[src/rtl/mc_burst_seq.sv]
`default_nettype none
// ============================================================================
// Module      : mc_burst_seq
// Description : Burst address sequencer, linear or wrapping (2/4/8 beats),
//               with valid/ready backpressure, abort and done pulse.
// Revision    : 1.0 - initial release
// ============================================================================
module mc_burst_seq #(
  parameter int AW = 32,
  parameter int LW = 3
) (
  input  logic          clk,
  input  logic          rst,
  input  logic          start,
  input  logic [AW-1:0] base_addr,
  input  logic [LW-1:0] burst_len,
  input  logic          wrap,
  input  logic          abort,
  output logic [AW-1:0] addr,
  output logic          addr_vld,
  input  logic          addr_rdy,
  output logic          last,
  output logic          busy,
  output logic          done
);

  localparam int c_HW = AW / 2;

  typedef enum logic [0:0] {
    S_IDLE = 1'b0,
    S_RUN  = 1'b1
  } state_t;

  state_t          r_state;
  state_t          w_state_nxt;
  logic [AW-1:0]   r_addr;
  logic [LW-1:0]   r_len;
  logic [LW-1:0]   r_cnt;
  logic [2:0]      r_wmask;
  logic            r_lo_max;
  logic            r_done;

  logic            w_last;
  logic            w_load;
  logic            w_adv;
  logic            w_done_nxt;
  logic [2:0]      w_wmask_in;
  logic [c_HW-1:0] w_lo;
  logic [c_HW-1:0] w_hi;
  logic [c_HW-1:0] w_lo_inc;
  logic [c_HW-1:0] w_lo_nxt;
  logic [c_HW-1:0] w_hi_nxt;
  logic [c_HW-1:0] w_mask_lo;

  assign w_last = (r_state == S_RUN) && (r_cnt == r_len);

  // Wrapping only for power-of-two bursts of 2, 4 or 8 beats; otherwise linear.
  always_comb begin
    w_wmask_in = 3'b000;
    if (wrap) begin
      if (burst_len == LW'(1))      w_wmask_in = 3'b001;
      else if (burst_len == LW'(3)) w_wmask_in = 3'b011;
      else if (burst_len == LW'(7)) w_wmask_in = 3'b111;
    end
  end

  // Low half increments now; high half uses the carry registered with the
  // current address, so neither half sees a full AW-bit carry chain.
  assign w_lo      = r_addr[c_HW-1:0];
  assign w_hi      = r_addr[AW-1:c_HW];
  assign w_lo_inc  = w_lo + c_HW'(1);
  assign w_mask_lo = c_HW'(r_wmask);
  assign w_lo_nxt  = (r_wmask == 3'b000) ? w_lo_inc
                                         : ((w_lo & ~w_mask_lo) | (w_lo_inc & w_mask_lo));
  assign w_hi_nxt  = ((r_wmask == 3'b000) && r_lo_max) ? (w_hi + c_HW'(1)) : w_hi;

  always_ff @(posedge clk or posedge rst) begin
    if (rst) r_state <= S_IDLE;
    else     r_state <= w_state_nxt;
  end

  always_comb begin
    w_state_nxt = r_state;
    w_load      = 1'b0;
    w_adv       = 1'b0;
    w_done_nxt  = 1'b0;
    case (r_state)
      S_IDLE: begin
        if (start) begin
          w_state_nxt = S_RUN;
          w_load      = 1'b1;
        end
      end
      S_RUN: begin
        if (addr_rdy && w_last) begin
          w_state_nxt = S_IDLE;
          w_done_nxt  = 1'b1;
        end else if (abort) begin
          w_state_nxt = S_IDLE;
        end else if (addr_rdy) begin
          w_adv = 1'b1;
        end
      end
      default: w_state_nxt = S_IDLE;
    endcase
  end

  always_ff @(posedge clk or posedge rst) begin
    if (rst) begin
      r_addr   <= '0;
      r_len    <= '0;
      r_cnt    <= '0;
      r_wmask  <= '0;
      r_lo_max <= 1'b0;
      r_done   <= 1'b0;
    end else begin
      r_done <= w_done_nxt;
      if (w_load) begin
        r_addr   <= base_addr;
        r_len    <= burst_len;
        r_cnt    <= '0;
        r_wmask  <= w_wmask_in;
        r_lo_max <= &base_addr[c_HW-1:0];
      end else if (w_adv) begin
        r_addr   <= {w_hi_nxt, w_lo_nxt};
        r_cnt    <= r_cnt + LW'(1);
        r_lo_max <= &w_lo_nxt;
      end
    end
  end

  assign addr     = r_addr;
  assign addr_vld = (r_state == S_RUN);
  assign busy     = (r_state == S_RUN);
  assign last     = w_last;
  assign done     = r_done;

endmodule
`default_nettype wire

[config.mk]
export PLATFORM = sky130hd
export DESIGN_NAME = mc_burst_seq
export DESIGN_NICKNAME = d
export VERILOG_FILES = /design/src/rtl/mc_burst_seq.sv
export SDC_FILE = /design/constraint.sdc
export NUM_CORES = 1
export LEC_CHECK = 0
export ABC_CLOCK_PERIOD_IN_PS = 2600
export BUFFER_PORTS_ARGS = -buffer_cell sky130_fd_sc_hd__buf_2
export CELL_PAD_IN_SITES_DETAIL_PLACEMENT = 0
export CELL_PAD_IN_SITES_GLOBAL_PLACEMENT = 1
export CORE_UTILIZATION = 38
export DETAILED_ROUTE_END_ITERATION = 10
export PLACE_DENSITY_LB_ADDON = 0.1
export SLEW_MARGIN = 30
export SYNTH_ARGS = -nofsm -noshare
export SYNTH_HDL_FRONTEND = slang
export SYNTH_SLANG_ARGS = --single-unit
[constraint.sdc]
create_clock -name clk -period 2.6 [get_ports clk]
set_input_delay 0.13 -clock clk [delete_from_list [all_inputs] [get_ports clk]]
set_output_delay 0.13 -clock clk [all_outputs]
set_load 0.01 [all_outputs]
# ---- Yosys cells after proc, flatten, opt, wreduce, memory -nomap -nowiden
# Index checks and enable logic that the tools add are counted.
dict set report totals {
  register_bits 44
  output_inout_bits 36
  elab_cells 52
  in_bits 41
}
dict set report op_classes {
  n_mux 23
  n_eq_ne 4
  n_reduce_logical 9
  addsub 3
  bitwise 5
}
# cell n
set ops {}
lappend ops {{32-bit 2-to-1 mux} 2}
lappend ops {{16-bit by 1-bit adder with 16-bit output (second input constant)} 2}
lappend ops {{16-bit 2-to-1 mux} 2}
lappend ops {{16-bit AND reduction} 2}
lappend ops {{3-bit 2-to-1 mux} 6}
lappend ops {{16-bit AND} 1}
lappend ops {{16-bit by 3-bit AND with 16-bit output} 1}
lappend ops {{3-bit NOT with 16-bit output} 1}
lappend ops {{16-bit OR} 1}
lappend ops {{1-bit 2-to-1 mux} 12}
lappend ops {{2-bit nonzero test} 2}
lappend ops {{3-bit by 1-bit adder with 3-bit output (second input constant)} 1}
lappend ops {{3-bit by 1-bit equality test with 1-bit output (second input constant)} 1}
lappend ops {{3-bit by 2-bit equality test with 1-bit output (second input constant)} 1}
lappend ops {{3-bit equality test} 1}
lappend ops {{3-bit equality test (second input constant)} 1}
lappend ops {{1-bit logical AND} 3}
lappend ops {{3-bit zero test} 1}
lappend ops {{1-bit case mux with 2 select lines} 1}
lappend ops {{2-bit AND reduction} 1}
lappend ops {{1-bit NOT} 1}

# ---- Depth between registers and ports, before layout
dict set report logic_depth {
  depth_word 7
  ltp_mapped 8
  depth_no_buf 7
}

# ---- Worst setup path after synthesis
# Ideal clock, no wire load.
dict set report synth_path {
  path_type {reg2reg}
  start {reg r_addr[0], in the netlist addr[0]}
  end {reg r_lo_max}
  path_slack_ps 374
  stages_incl_launch_ff 8
  setup_time_ps 92
  arrival_time_ps 2135
  t_required_ps 2508
  synth_period_minus_slack_ps 2226
  path_buffers 1
  path_cell_list {dfrtp_1 and2_1 and2_1 buf_4 xnor2_1 or4_1 or4_1 o31ai_2}
}
dict set report synth_between {
  elab_chain_len 7
  word_cells_on_any_way 8
  classes_between {1 x add/sub; 3 x mux; 3 x bitwise; 1 x reduce/logical}
}
# item line_no
set synth_lines {}
lappend synth_lines {{from (decl)} 36} ;# logic [AW-1:0] r_addr;
lappend synth_lines {{from (signal assigned)} 119} ;# r_addr <= base_addr;
lappend synth_lines {{from (signal assigned)} 125} ;# r_addr <= {w_hi_nxt, w_lo_nxt};
lappend synth_lines {{16-bit by 1-bit adder with 16-bit output} 71} ;# assign w_lo_inc = w_lo + c_HW'(1);
lappend synth_lines {{16-bit by 3-bit AND with 16-bit output} 74} ;# : ((w_lo & ~w_mask_lo) | (w_lo_inc & w_mask_lo));
lappend synth_lines {{16-bit OR} 74}
lappend synth_lines {{16-bit 2-to-1 mux *} 73} ;# assign w_lo_nxt = (r_wmask == 3'b000) ? w_lo_inc
lappend synth_lines {{16-bit AND reduction *} 127} ;# r_lo_max <= &w_lo_nxt;
lappend synth_lines {{1-bit 2-to-1 mux *} 124} ;# end else if (w_adv) begin
lappend synth_lines {{1-bit 2-to-1 mux *} 118} ;# if (w_load) begin
lappend synth_lines {{to (signal assigned)} 123} ;# r_lo_max <= &base_addr[c_HW-1:0];
lappend synth_lines {{to (signal assigned)} 127}
lappend synth_lines {{to (decl)} 40} ;# logic r_lo_max;
# Every way passes the cells marked *; elsewhere a longest branch is shown, timed or not. The select of a mux whose other input is x is not followed.
# A chain may end at the register's enable or synchronous reset.

# ---- Worst setup path in the final report
dict set report layout_path {
  start {reg r_wmask[2]}
  end {reg r_lo_max}
}
dict set report layout_between {
  elab_chain_len 7
  word_cells_on_any_way 9
  classes_between {3 x mux; 4 x bitwise; 2 x reduce/logical}
}
# item line_no
set layout_lines {}
lappend layout_lines {{from (decl)} 39} ;# logic [2:0] r_wmask;
lappend layout_lines {{from (signal assigned)} 122} ;# r_wmask <= w_wmask_in;
lappend layout_lines {{3-bit NOT with 16-bit output} 74}
lappend layout_lines {{16-bit AND} 74}
lappend layout_lines {{16-bit OR} 74}
lappend layout_lines {{16-bit 2-to-1 mux *} 73}
lappend layout_lines {{16-bit AND reduction *} 127}
lappend layout_lines {{1-bit 2-to-1 mux *} 124}
lappend layout_lines {{1-bit 2-to-1 mux *} 118}
# Marked as above.

==> out/summary.txt <==
Core area - 6760 um^2
Distinct cell type count after synthesis - 44
Top-count cell post-synth - nand2_1
Skew-Pair Late Insertion Delay - 0.30 ns
Placed cell count - 456
Final Util - 48.1%
Footprint of the multi-input gates - 1450 um^2
Clock period minus worst slack - 2.39 ns
Internal - 1.63 mW
Top area cells in the synthesized netlist - dfrtp_1, nand2_1, o21ai_0
Reg clk slew, reported paths - 0.09 ns
Maximum VDD drop - 387 uV
Placed standard-cell area - 3120 um^2
Fin Hold WS - 0.0210 ns
DRC Markers - 0
Initial antenna violation count - 0
IO buf count - 76
Register area share after synthesis - 41.6%
H-tree depth - 2
Via density - 5.57
Post-Syn Nets - 355
Fillers - 701
Static leakage power - 1.45 nW
Via count of the first global-routing pass - 2394
TritonCTS clock tree - yes
Hold path startpoint - base_addr[23]
Pre-CTS setup slack - 0.207 ns
CP required - 2.82 ns
First-pass detailed-route iteration total - 4
Synth top area share - 41.6%
Seq pwr share - 42.9%
Routability congestion estimate - 0.811
Final slew viol count - 0
Synth Instances - 311
Non-Filler Instances - 465
Status - finished, final reports clean
Comb power frac - 35.9%
Critical Path Source Type - register
Synthesis-stage register bit count - 44
MaxCap Viol Count - 0
Design Power - 2.69 mW
Root Driver - clkbuf_8
Largest net degree at the start of global routing - 49
Die area - 7310 um^2
Cell Pwr Density - 830 nW/um^2
Area Overhead vs Synth - 22.6%
Worst-Margin Slew - 0.783 ns
Routed WL per cell - 15.4 um
Final Cell Area - 3250 um^2
Ys Warns - 0
Ports - 77
Setup-failing EPs final - 0
Vias - 2588
CP endpoint kind - register
Synth top cells by count - nand2_1, dfrtp_1, o21ai_0
Worst r2r src - r_wmask[2]$_DFFE_PP0P_
First-pass GRT wire length - 11900 um
Clock Path Buffers - 2
Dominant cell type by area after synthesis - dfrtp_1
DP Wirelength - 5010 um
Hold Path Class - input pin to register
FF/Latch Area - 1100 um^2
CTS resizes - 0
Final WL - 7160 um
RSZ-0062 raised after global routing - no
Post-route ant nets - 0
Crit Path Max Fanout - 6
Post-synth ARST share - 100%
Syn Area/Cell - 8.51 um^2
Post-Synthesis Cell Area - 2650 um^2
Antenna cells - 0
Final hold viol count - 0
Relative slew slack - 47.6%
Crit path DAT - 2.62 ns
Clock share of power - 21.2%
Ratio of cells with drive above 1 in the final layout - 24.9%
Top_reg_cell synth - dfrtp_1
Clock skew - 0.00623 ns
CTS Buf Count - 5
Crit path from - r_wmask[2]$_DFFE_PP0P_
Die Wd - 85.5 um
Clock Sinks - 44
Post-synth EDFFs - 0
Switch Pwr - 1.07 mW
GRT Residual Overflow - 0
GRT Overall Usage - 20.8%
Setup tns final - 0 ns
Final #Nets - 428
Period utilization - 92.1%
Starting Density - 39.2%
Peak Freq - 0.418 GHz
Sw Ratio - 39.6%
Die Ht - 85.5 um
Kind of critical path - register to register
Final setup margin - 0.205 ns
Initial DRC Count - 106
# rows - 30
## cell type report
type	count	share of cell area, %
well taps	80	3.08
clock inverters	2	1.19
multi-input cells	242	44.7
clock buffers	6	2.54
flip-flops and latches	44	33.9
inverters	6	0.694
repair buffers	85	13.9
## layout by cell type (no fill, tap or decap), types with 6 or more instances in the layout
cell type,count
nand2_1,56
buf_2,76
dfrtp_1,44
nand4_1,11
xnor2_1,13
clkbuf_8,6
and2_1,6
o21ai_0,33
nand3_1,16
buf_4,8
a221o_1,6
nor2_1,19
nor3_1,7
o311ai_0,6
a31oi_1,9
xor2_1,12
## power groups by stage
stage | registers, mW | clock network (mW) | logic, mW
after floorplan | 1.15 | 0 | 0.586
after global placement | 1.16 | 0 | 0.973
after detailed placement | 1.17 | 0 | 0.972
after CTS | 1.15 | 0.588 | 0.977
after global routing | 1.20 | 0.618 | 1.09
final | 1.15 | 0.571 | 0.967
## worst paths after layout
check | slack, ns | cells after the start | to
worst max register to register | 0.21 | 6 | r_lo_max$_DFFE_PP0P_
worst min-delay path | 0.02 | 3 | addr[23]$_DFFE_PP0P_
worst max-delay path | 0.21 | 6 | r_lo_max$_DFFE_PP0P_
min in group asynchronous | 0.51 | 4 | addr[18]$_DFFE_PP0P_
max in group asynchronous | 1.70 | 4 | addr[12]$_DFFE_PP0P_
worst min register to register | 0.50 | 2 | r_len[2]$_DFFE_PP0P_
## what timing repair did
item,in CTS,in global routing
setup buffers,0,0
hold endpoints to repair,44,0
hold buffers,1,0
setup endpoints to repair,0,0
## critical path, cell delays in order, from the launching register on
cell and delay [ns]:
dfrtp_1 0.45, nor4b_2 0.34, and2_1 0.31, xnor2_1 0.09, or4_1 0.39, or4_1 0.55, o31ai_2 0.19
## cells by family (layout without fill, tap and decap cells)
kind of cell	count (synthesis)	after routing	share of synthesized area [%]
flops	44	44	41.6
xor+xnor	25	25	8.27
simple gates	138	138	25.5
compound gates	75	75	19.0
buf+inv	25	99	3.87
mux	1	1	0.378
fa+ha+maj	3	3	1.42
## routing by layer
metal	part of all wire, %	track usage [%]	up-vias
met3	3.7	3.50	5
met2	48	34.7	60
met4	0.91	4.70	0
met5	0	0	-
met1	47	28.4	1254
li1	-	-	1269
## flip-flops by register name, indices dropped and copies added, names as in the netlist
name	flops
addr	32
r_cnt	3
r_len	3
r_wmask	3
addr_vld	1
done	1
r_lo_max	1
Note: power is estimated with default switching activity, not from simulation.
